**config.mk**
```make
export PLATFORM = sky130hd
export DESIGN_NAME = out_mem_ctrl
export DESIGN_NICKNAME = d
export VERILOG_FILES = /design/src/rtl/out_mem_ctrl_pkg.sv /design/src/rtl/out_mem_acc_alu.sv /design/src/rtl/out_mem_ctrl.sv
export SDC_FILE = /design/constraint.sdc
export NUM_CORES = 1
export LEC_CHECK = 0
export CAP_MARGIN = 20
export CORE_MARGIN = 4
export CORE_UTILIZATION = 49
export DETAILED_ROUTE_END_ITERATION = 16
export GPL_ROUTABILITY_DRIVEN = 0
export PLACE_DENSITY = 0.8
export SLEW_MARGIN = 25
export SYNTH_ARGS = -nofsm -noshare
export SYNTH_HDL_FRONTEND = slang
export SYNTH_HIERARCHICAL = 1
export SYNTH_SLANG_ARGS = --single-unit
```
**constraint.sdc**
```tcl
create_clock -name w_clock -period 2.1 [get_ports w_clock]
set_clock_uncertainty 0.15 [all_clocks]
set_input_delay 0.21 -clock w_clock [delete_from_list [all_inputs] [get_ports w_clock]]
set_output_delay 0.21 -clock w_clock [all_outputs]
set_load 0.03 [all_outputs]
```
**src/rtl/out_mem_ctrl_pkg.sv**
```systemverilog
// Shared definitions for the out-memory controller: default geometry and FSM state encodings.
// Default geometry can be overridden by defining OUT_MEM_NUM_ROWS / OUT_MEM_NUM_BITS.
`ifndef OUT_MEM_NUM_ROWS
`define OUT_MEM_NUM_ROWS 64
`endif
`ifndef OUT_MEM_NUM_BITS
`define OUT_MEM_NUM_BITS 8
`endif

package out_mem_ctrl_pkg;

  localparam int unsigned OUT_MEM_NUM_ROWS_DEF = `OUT_MEM_NUM_ROWS;
  localparam int unsigned OUT_MEM_NUM_BITS_DEF = `OUT_MEM_NUM_BITS;

  typedef enum logic [2:0] {
    ST_IDLE      = 3'd0,
    ST_CLEAR     = 3'd1,
    ST_ACC_RD    = 3'd2,
    ST_ACC_CAP   = 3'd3,
    ST_ACC_WR    = 3'd4,
    ST_DRAIN_RD  = 3'd5,
    ST_DRAIN_OUT = 3'd6
  } state_t;

endpackage

```
**src/rtl/out_mem_acc_alu.sv**
```systemverilog
// Accumulate adder for the out-memory controller: unsigned row value + addend.
// Ports: i_a (row value), i_b (addend), o_sum_c (combinational sum).
// Macro OUT_MEM_CTRL_SAT_EN: when defined the sum saturates at all-ones, otherwise it wraps.
module out_mem_acc_alu #(
  parameter int unsigned NUM_BITS = 8
) (
  input  logic [NUM_BITS-1:0] i_a,
  input  logic [NUM_BITS-1:0] i_b,
  output logic [NUM_BITS-1:0] o_sum_c
);

`ifdef OUT_MEM_CTRL_SAT_EN
  localparam int unsigned WW = NUM_BITS + 1;

  logic [WW-1:0] sum_wide;

  // Carry-out selects the saturated value.
  always_comb begin
    sum_wide = WW'(i_a) + WW'(i_b);
    o_sum_c  = sum_wide[NUM_BITS] ? '1 : sum_wide[NUM_BITS-1:0];
  end
`else
  // Carry is dropped: modulo 2^NUM_BITS.
  always_comb begin
    o_sum_c = i_a + i_b;
  end
`endif

endmodule

```
**src/rtl/out_mem_ctrl.sv**
```systemverilog
// Out-memory controller for one PE: sequences the partial-sum memory pins and arbitrates
// clear (highest), drain (full readout) and accumulate (read-modify-write add) requests.
// Ports: w_clock/w_reset_n (async active-low); w_clear; w_acc_* accumulate handshake;
// w_drain_* drain stream; w_busy; w_mem_* memory pins.
// Macro OUT_MEM_CTRL_SAT_EN selects a saturating accumulate (see out_mem_acc_alu).
module out_mem_ctrl
  import out_mem_ctrl_pkg::*;
#(
  parameter int unsigned OUT_MEM_NUM_ROWS   = OUT_MEM_NUM_ROWS_DEF,
  parameter int unsigned OUT_MEM_ADDR_WIDTH = $clog2(OUT_MEM_NUM_ROWS),
  parameter int unsigned OUT_MEM_NUM_BITS   = OUT_MEM_NUM_BITS_DEF
) (
  input  logic                          w_clock,
  input  logic                          w_reset_n,
  input  logic                          w_clear,
  input  logic                          w_acc_valid,
  output logic                          w_acc_ready,
  input  logic [OUT_MEM_ADDR_WIDTH-1:0] w_acc_addr,
  input  logic [OUT_MEM_NUM_BITS-1:0]   w_acc_data,
  input  logic                          w_drain_start,
  output logic                          w_drain_valid,
  input  logic                          w_drain_ready,
  output logic [OUT_MEM_ADDR_WIDTH-1:0] w_drain_addr,
  output logic [OUT_MEM_NUM_BITS-1:0]   w_drain_data,
  output logic                          w_drain_done,
  output logic                          w_busy,
  output logic                          w_mem_ready,
  output logic                          w_mem_rw,
  output logic [OUT_MEM_ADDR_WIDTH-1:0] w_mem_address,
  output logic [OUT_MEM_NUM_BITS-1:0]   w_mem_data_in,
  input  logic [OUT_MEM_NUM_BITS-1:0]   w_mem_data_out
);

  localparam int unsigned AW = OUT_MEM_ADDR_WIDTH;
  localparam int unsigned DW = OUT_MEM_NUM_BITS;
  localparam logic [AW-1:0] LAST_ROW = AW'(OUT_MEM_NUM_ROWS - 1);

  state_t        state_q, state_d;
  logic          pend_q, pend_d;
  logic [AW-1:0] acc_addr_q, acc_addr_d;
  logic [DW-1:0] acc_data_q, acc_data_d;
  logic [AW-1:0] row_q, row_d;

  logic          mem_ready_q, mem_ready_d;
  logic          mem_rw_q, mem_rw_d;
  logic [AW-1:0] mem_addr_q, mem_addr_d;
  logic [DW-1:0] mem_din_q, mem_din_d;
  logic          drain_valid_q, drain_valid_d;
  logic [AW-1:0] drain_addr_q, drain_addr_d;
  logic          drain_done_q, drain_done_d;
  logic          busy_q, busy_d;

  logic [DW-1:0] sum_c;
  logic          acc_ready_c;

  out_mem_acc_alu #(
    .NUM_BITS(DW)
  ) u_alu (
    .i_a    (w_mem_data_out),
    .i_b    (acc_data_q),
    .o_sum_c(sum_c)
  );

  // Accept handshake must see this cycle's competing requests, so it stays combinational.
  assign acc_ready_c = w_reset_n && (state_q == ST_IDLE) && !w_clear && !pend_q && !w_drain_start;

  // Next state, request latching and registered output decode from the next state.
  always_comb begin
    state_d      = state_q;
    pend_d       = pend_q;
    acc_addr_d   = acc_addr_q;
    acc_data_d   = acc_data_q;
    row_d        = row_q;
    drain_done_d = 1'b0;

    case (state_q)
      ST_IDLE: begin
        if (pend_q || w_clear) begin
          state_d = ST_CLEAR;
        end else if (w_drain_start) begin
          state_d = ST_DRAIN_RD;
          row_d   = '0;
        end else if (w_acc_valid) begin
          acc_addr_d = w_acc_addr;
          acc_data_d = w_acc_data;
          state_d    = ST_ACC_RD;
        end
      end
      ST_CLEAR: begin
        pend_d  = 1'b0;
        state_d = ST_IDLE;
      end
      ST_ACC_RD:   state_d = ST_ACC_CAP;
      ST_ACC_CAP:  state_d = ST_ACC_WR;
      ST_ACC_WR:   state_d = ST_IDLE;
      ST_DRAIN_RD: state_d = ST_DRAIN_OUT;
      ST_DRAIN_OUT: begin
        if (w_drain_ready) begin
          if (row_q == LAST_ROW) begin
            drain_done_d = 1'b1;
            state_d      = ST_IDLE;
          end else begin
            row_d   = row_q + AW'(1);
            state_d = ST_DRAIN_RD;
          end
        end
      end
      default: state_d = ST_IDLE;
    endcase

    // A clear raised during CLEAR is satisfied by the zeroing already under way.
    if (w_clear && (state_q != ST_IDLE) && (state_q != ST_CLEAR)) begin
      pend_d = 1'b1;
    end

    mem_ready_d   = (state_d != ST_CLEAR);
    mem_rw_d      = (state_d == ST_ACC_WR);
    mem_din_d     = (state_d == ST_ACC_WR) ? sum_c : '0;
    drain_valid_d = (state_d == ST_DRAIN_OUT);
    drain_addr_d  = (state_d == ST_DRAIN_OUT) ? row_d : '0;
    busy_d        = (state_d != ST_IDLE);

    case (state_d)
      ST_ACC_RD, ST_ACC_CAP, ST_ACC_WR: mem_addr_d = acc_addr_d;
      ST_DRAIN_RD, ST_DRAIN_OUT:        mem_addr_d = row_d;
      default:                          mem_addr_d = '0;
    endcase
  end

  // State and output registers.
  always_ff @(posedge w_clock or negedge w_reset_n) begin
    if (!w_reset_n) begin
      state_q       <= ST_IDLE;
      pend_q        <= 1'b0;
      acc_addr_q    <= '0;
      acc_data_q    <= '0;
      row_q         <= '0;
      mem_ready_q   <= 1'b0;
      mem_rw_q      <= 1'b0;
      mem_addr_q    <= '0;
      mem_din_q     <= '0;
      drain_valid_q <= 1'b0;
      drain_addr_q  <= '0;
      drain_done_q  <= 1'b0;
      busy_q        <= 1'b0;
    end else begin
      state_q       <= state_d;
      pend_q        <= pend_d;
      acc_addr_q    <= acc_addr_d;
      acc_data_q    <= acc_data_d;
      row_q         <= row_d;
      mem_ready_q   <= mem_ready_d;
      mem_rw_q      <= mem_rw_d;
      mem_addr_q    <= mem_addr_d;
      mem_din_q     <= mem_din_d;
      drain_valid_q <= drain_valid_d;
      drain_addr_q  <= drain_addr_d;
      drain_done_q  <= drain_done_d;
      busy_q        <= busy_d;
    end
  end

  assign w_acc_ready   = acc_ready_c;
  assign w_drain_valid = drain_valid_q;
  assign w_drain_addr  = drain_addr_q;
  // Memory holds the row on its output while the address is held, so the beat is stable on stall.
  assign w_drain_data  = drain_valid_q ? w_mem_data_out : '0;
  assign w_drain_done  = drain_done_q;
  assign w_busy        = busy_q;
  assign w_mem_ready   = mem_ready_q;
  assign w_mem_rw      = mem_rw_q;
  assign w_mem_address = mem_addr_q;
  assign w_mem_data_in = mem_din_q;

endmodule

```
==> results.md <==
- Area delta synth->final: 36.4%
- Via count: 1,840
- Min-Delay Startpoint: acc_addr_q[0]
- Die area: 6080 um^2
- Clock Pin Slew Worst Setup and Hold Paths: 80 ps
- #FFs+latches synth: 49
- CTS Buf Count: 5
- Syn_area_per_cell: 11.2 um^2
- Initial antenna violation count: 0
- Synthesized area: 2400 um^2
- Post-route core utilization: 69.3%
- CP cell instances: ha_1 -> inv_2 -> fa_2 -> nor2b_4 -> o31a_1 -> or4_4 -> nand3_1 -> and2_1
- Async set or reset register ratio after synthesis: 100%
- First-pass GRT wire length: 8510 um
- Worst r2r src: acc_data_q[0]
- WP data arrival: 2110 ps
- Status: finished, final reports clean
- Sequential cell area: 1230 um^2
- Design Power: 4.05 mW
- Drt wl/cell: 14.5 um
- Post-CTS setup buffers: 0
- Final Hold Viols: 0
- Largest net degree at the start of global routing: 50
- Final net count: 328
- Gate Count Post-Synth: 215
- Crit-path max cell delay: 420 ps
- Htree depth: 2
- Final setup viols: 0
- Global Route Usage Sum: 17.5%
- Min cycle time layout: 2020 ps
- Die X-Extent: 78 um
- Vias per cell: 5.13
- Slowest-stage cell, CP: or4_4
- Starting density of the core: 50.8%
- Root buffer cell: clkbuf_8
- CP required: 2180 ps
- DR DRC count: 0
- CP startpoint: acc_data_q[0]
- Crit end category: flop
- CTS tree: yes
- IO Pins: 62
- Grt ovf: 0
- Crit-path max FO: 2
- Type of origin of the critical path: flop
- Fin crit share: 96.2%
- Hold Path Class: reg2reg
- Sequential share of the synthesized area: 51.1%
- Area of the multi-input gates: 1040 um^2
- Clock sinks: 49
- Iteration-0 DRC Markers: 89
- Relative slew slack: 61.3%
- Critical path class: reg2reg
- Final ANT Viol Nets: 0
- Number of max-cap violations: 0
- CTS Buffer Depth: 2
- TritonRoute pass-1 iters: 9
- IO buf count: 61
- Worst-Margin Slew: 581 ps
- Static leakage: 1.59 nW
- Synth warnings: 6
- Die height: 78 um
- Maximum vdd drop: 0.849 mV
- PwrDens: 1240 nW/um^2
- Max-slew violations: 0
- WL final: 5190 um
- Ys flop type: dfrtp_1
- Antenna cells: 0
- Library cells used by synthesis: 50
- Setup TNS Final: 0 ps
- Worst skew pair latency: 290 ps
- Num rows: 25
- EDFF count, synth: 0
- Highest Clock Rate: 495 MHz
- Number of global-route vias before repair: 1,883
- Syn nets: 252
- Share of cells above drive strength 1: 14.0%
- Filler Cell Count: 357
- Post-DP HPWL: 3840 um
- Core Area: 4720 um^2
[per-stage QoR]
step           setup WS (ps)  instances  area (um^2)  hold WS (ps)
6_report                79.9        359         3270           342
5_1_grt                -1.15        359         3270           367
4_1_cts                 45.9        359         3270           350
3_5_place_dp            -203        350         3140           209
3_3_place_gp            -144        350         3140           203
2_1_floorplan            170        215         2400          -236
[cells in the final DEF, fill, tap and decap left out, types with 7 or more instances in the layout]
cell type / n
clkdlybuf4s50_1: 59
dfrtp_1: 49
inv_1: 23
and2_1: 16
nor2_1: 13
buf_4: 12
nand3_1: 8
a21oi_1: 8
mux2_2: 8
ha_1: 8
mux2i_1: 7
[flip-flops by register name, indices dropped and copies added, names as in the netlist]
register	count
pend_q	1
acc_addr_q	6
state_q	3
w_drain_valid	1
w_mem_ready	1
w_drain_addr	6
w_mem_address	6
w_mem_rw	1
acc_data_q	8
row_q	6
w_drain_done	1
w_mem_data_in	8
w_busy	1
[path summary, 6_finish.rpt]
kind	to	slack (ps)	cells after the start
worst max-delay path	w_mem_data_in[6]	80	8
worst min-delay path	acc_addr_q[0]	340	2
worst max register to register	w_mem_data_in[6]	80	8
worst min register to register	acc_addr_q[0]	340	2
max in group asynchronous	w_mem_address[0]	1020	3
min in group asynchronous	pend_q	390	3
[cell families after synthesis]
family                     count (synthesis)  synth area share, %
buffers and inverters                     29                 5.78
DFF                                       49                 51.1
xor gates and xnor gates                   4                 1.46
and+or+nand+nor                           69                 18.6
adders and majority gates                  9                 5.00
AOI/OAI and AO/OA                         40                 11.4
muxes                                     15                 6.67
[worst max-delay path, delay by kind of cell (launching register included)]
family | cells | cell delay (ps)
simple gates | 4 | 670
fa+ha+maj | 2 | 440
flops | 1 | 380
compound gates | 1 | 250
buf+inv | 1 | 70
[Yosys cell counts (2+ instances only)]
cell | n | share of area, %
and2_1 | 16 | 4.2
o21ai_0 | 4 | 0.83
and3_1 | 2 | 0.52
a21oi_1 | 8 | 1.7
nand2_2 | 2 | 0.52
nand2_1 | 3 | 0.47
dfrtp_1 | 49 | 51
inv_1 | 24 | 3.8
a211oi_1 | 2 | 0.63
nor2b_1 | 2 | 0.52
nand3_1 | 8 | 1.7
buf_6 | 3 | 1.4
nand4_1 | 3 | 0.78
xnor2_1 | 3 | 1.1
o21a_1 | 2 | 0.63
mux2i_1 | 7 | 2.9
o22ai_1 | 6 | 1.6
and4b_1 | 2 | 0.83
o211ai_1 | 5 | 1.6
and4_1 | 2 | 0.73
nor3_1 | 2 | 0.42
a21o_1 | 2 | 0.63
mux2_2 | 8 | 3.8
ha_1 | 8 | 4.2
and3b_1 | 3 | 1.1
buf_4 | 2 | 0.63
o21ai_2 | 2 | 0.73
nor2_1 | 13 | 2.0
[layer usage]
layer | vias up | part of all wire (%) | track usage [%]
met1 | 863 | 44 | 22.6
met3 | 6 | 5.0 | 3.60
li1 | 914 | - | -
met5 | - | 0 | 0
met2 | 57 | 49 | 29.5
met4 | 0 | 1.1 | 5.77
[power by group]
group          switching [mW]  internal, mW  total, mW
logic                   0.992         0.905       1.90
registers               0.220          1.25       1.47
clock network           0.292         0.388      0.681
[area by class of cell]
class | count | area share (%)
Sequential cell | 49 | 37.4
Timing Repair Buffer | 74 | 21.9
Clock inverter | 1 | 0.917
Tap cell | 67 | 2.56
Inverter | 24 | 2.75
Clock buffer | 7 | 2.64
Multi-Input combinational cell | 137 | 31.8
[what timing repair did]
action / CTS / global route
endpoints found under the setup margin: 0 / 1
hold buffers: 1 / 0
gates resized for setup: 0 / 3
endpoints found under the hold margin: 49 / 0
Power figures use the tool's default switching activity.
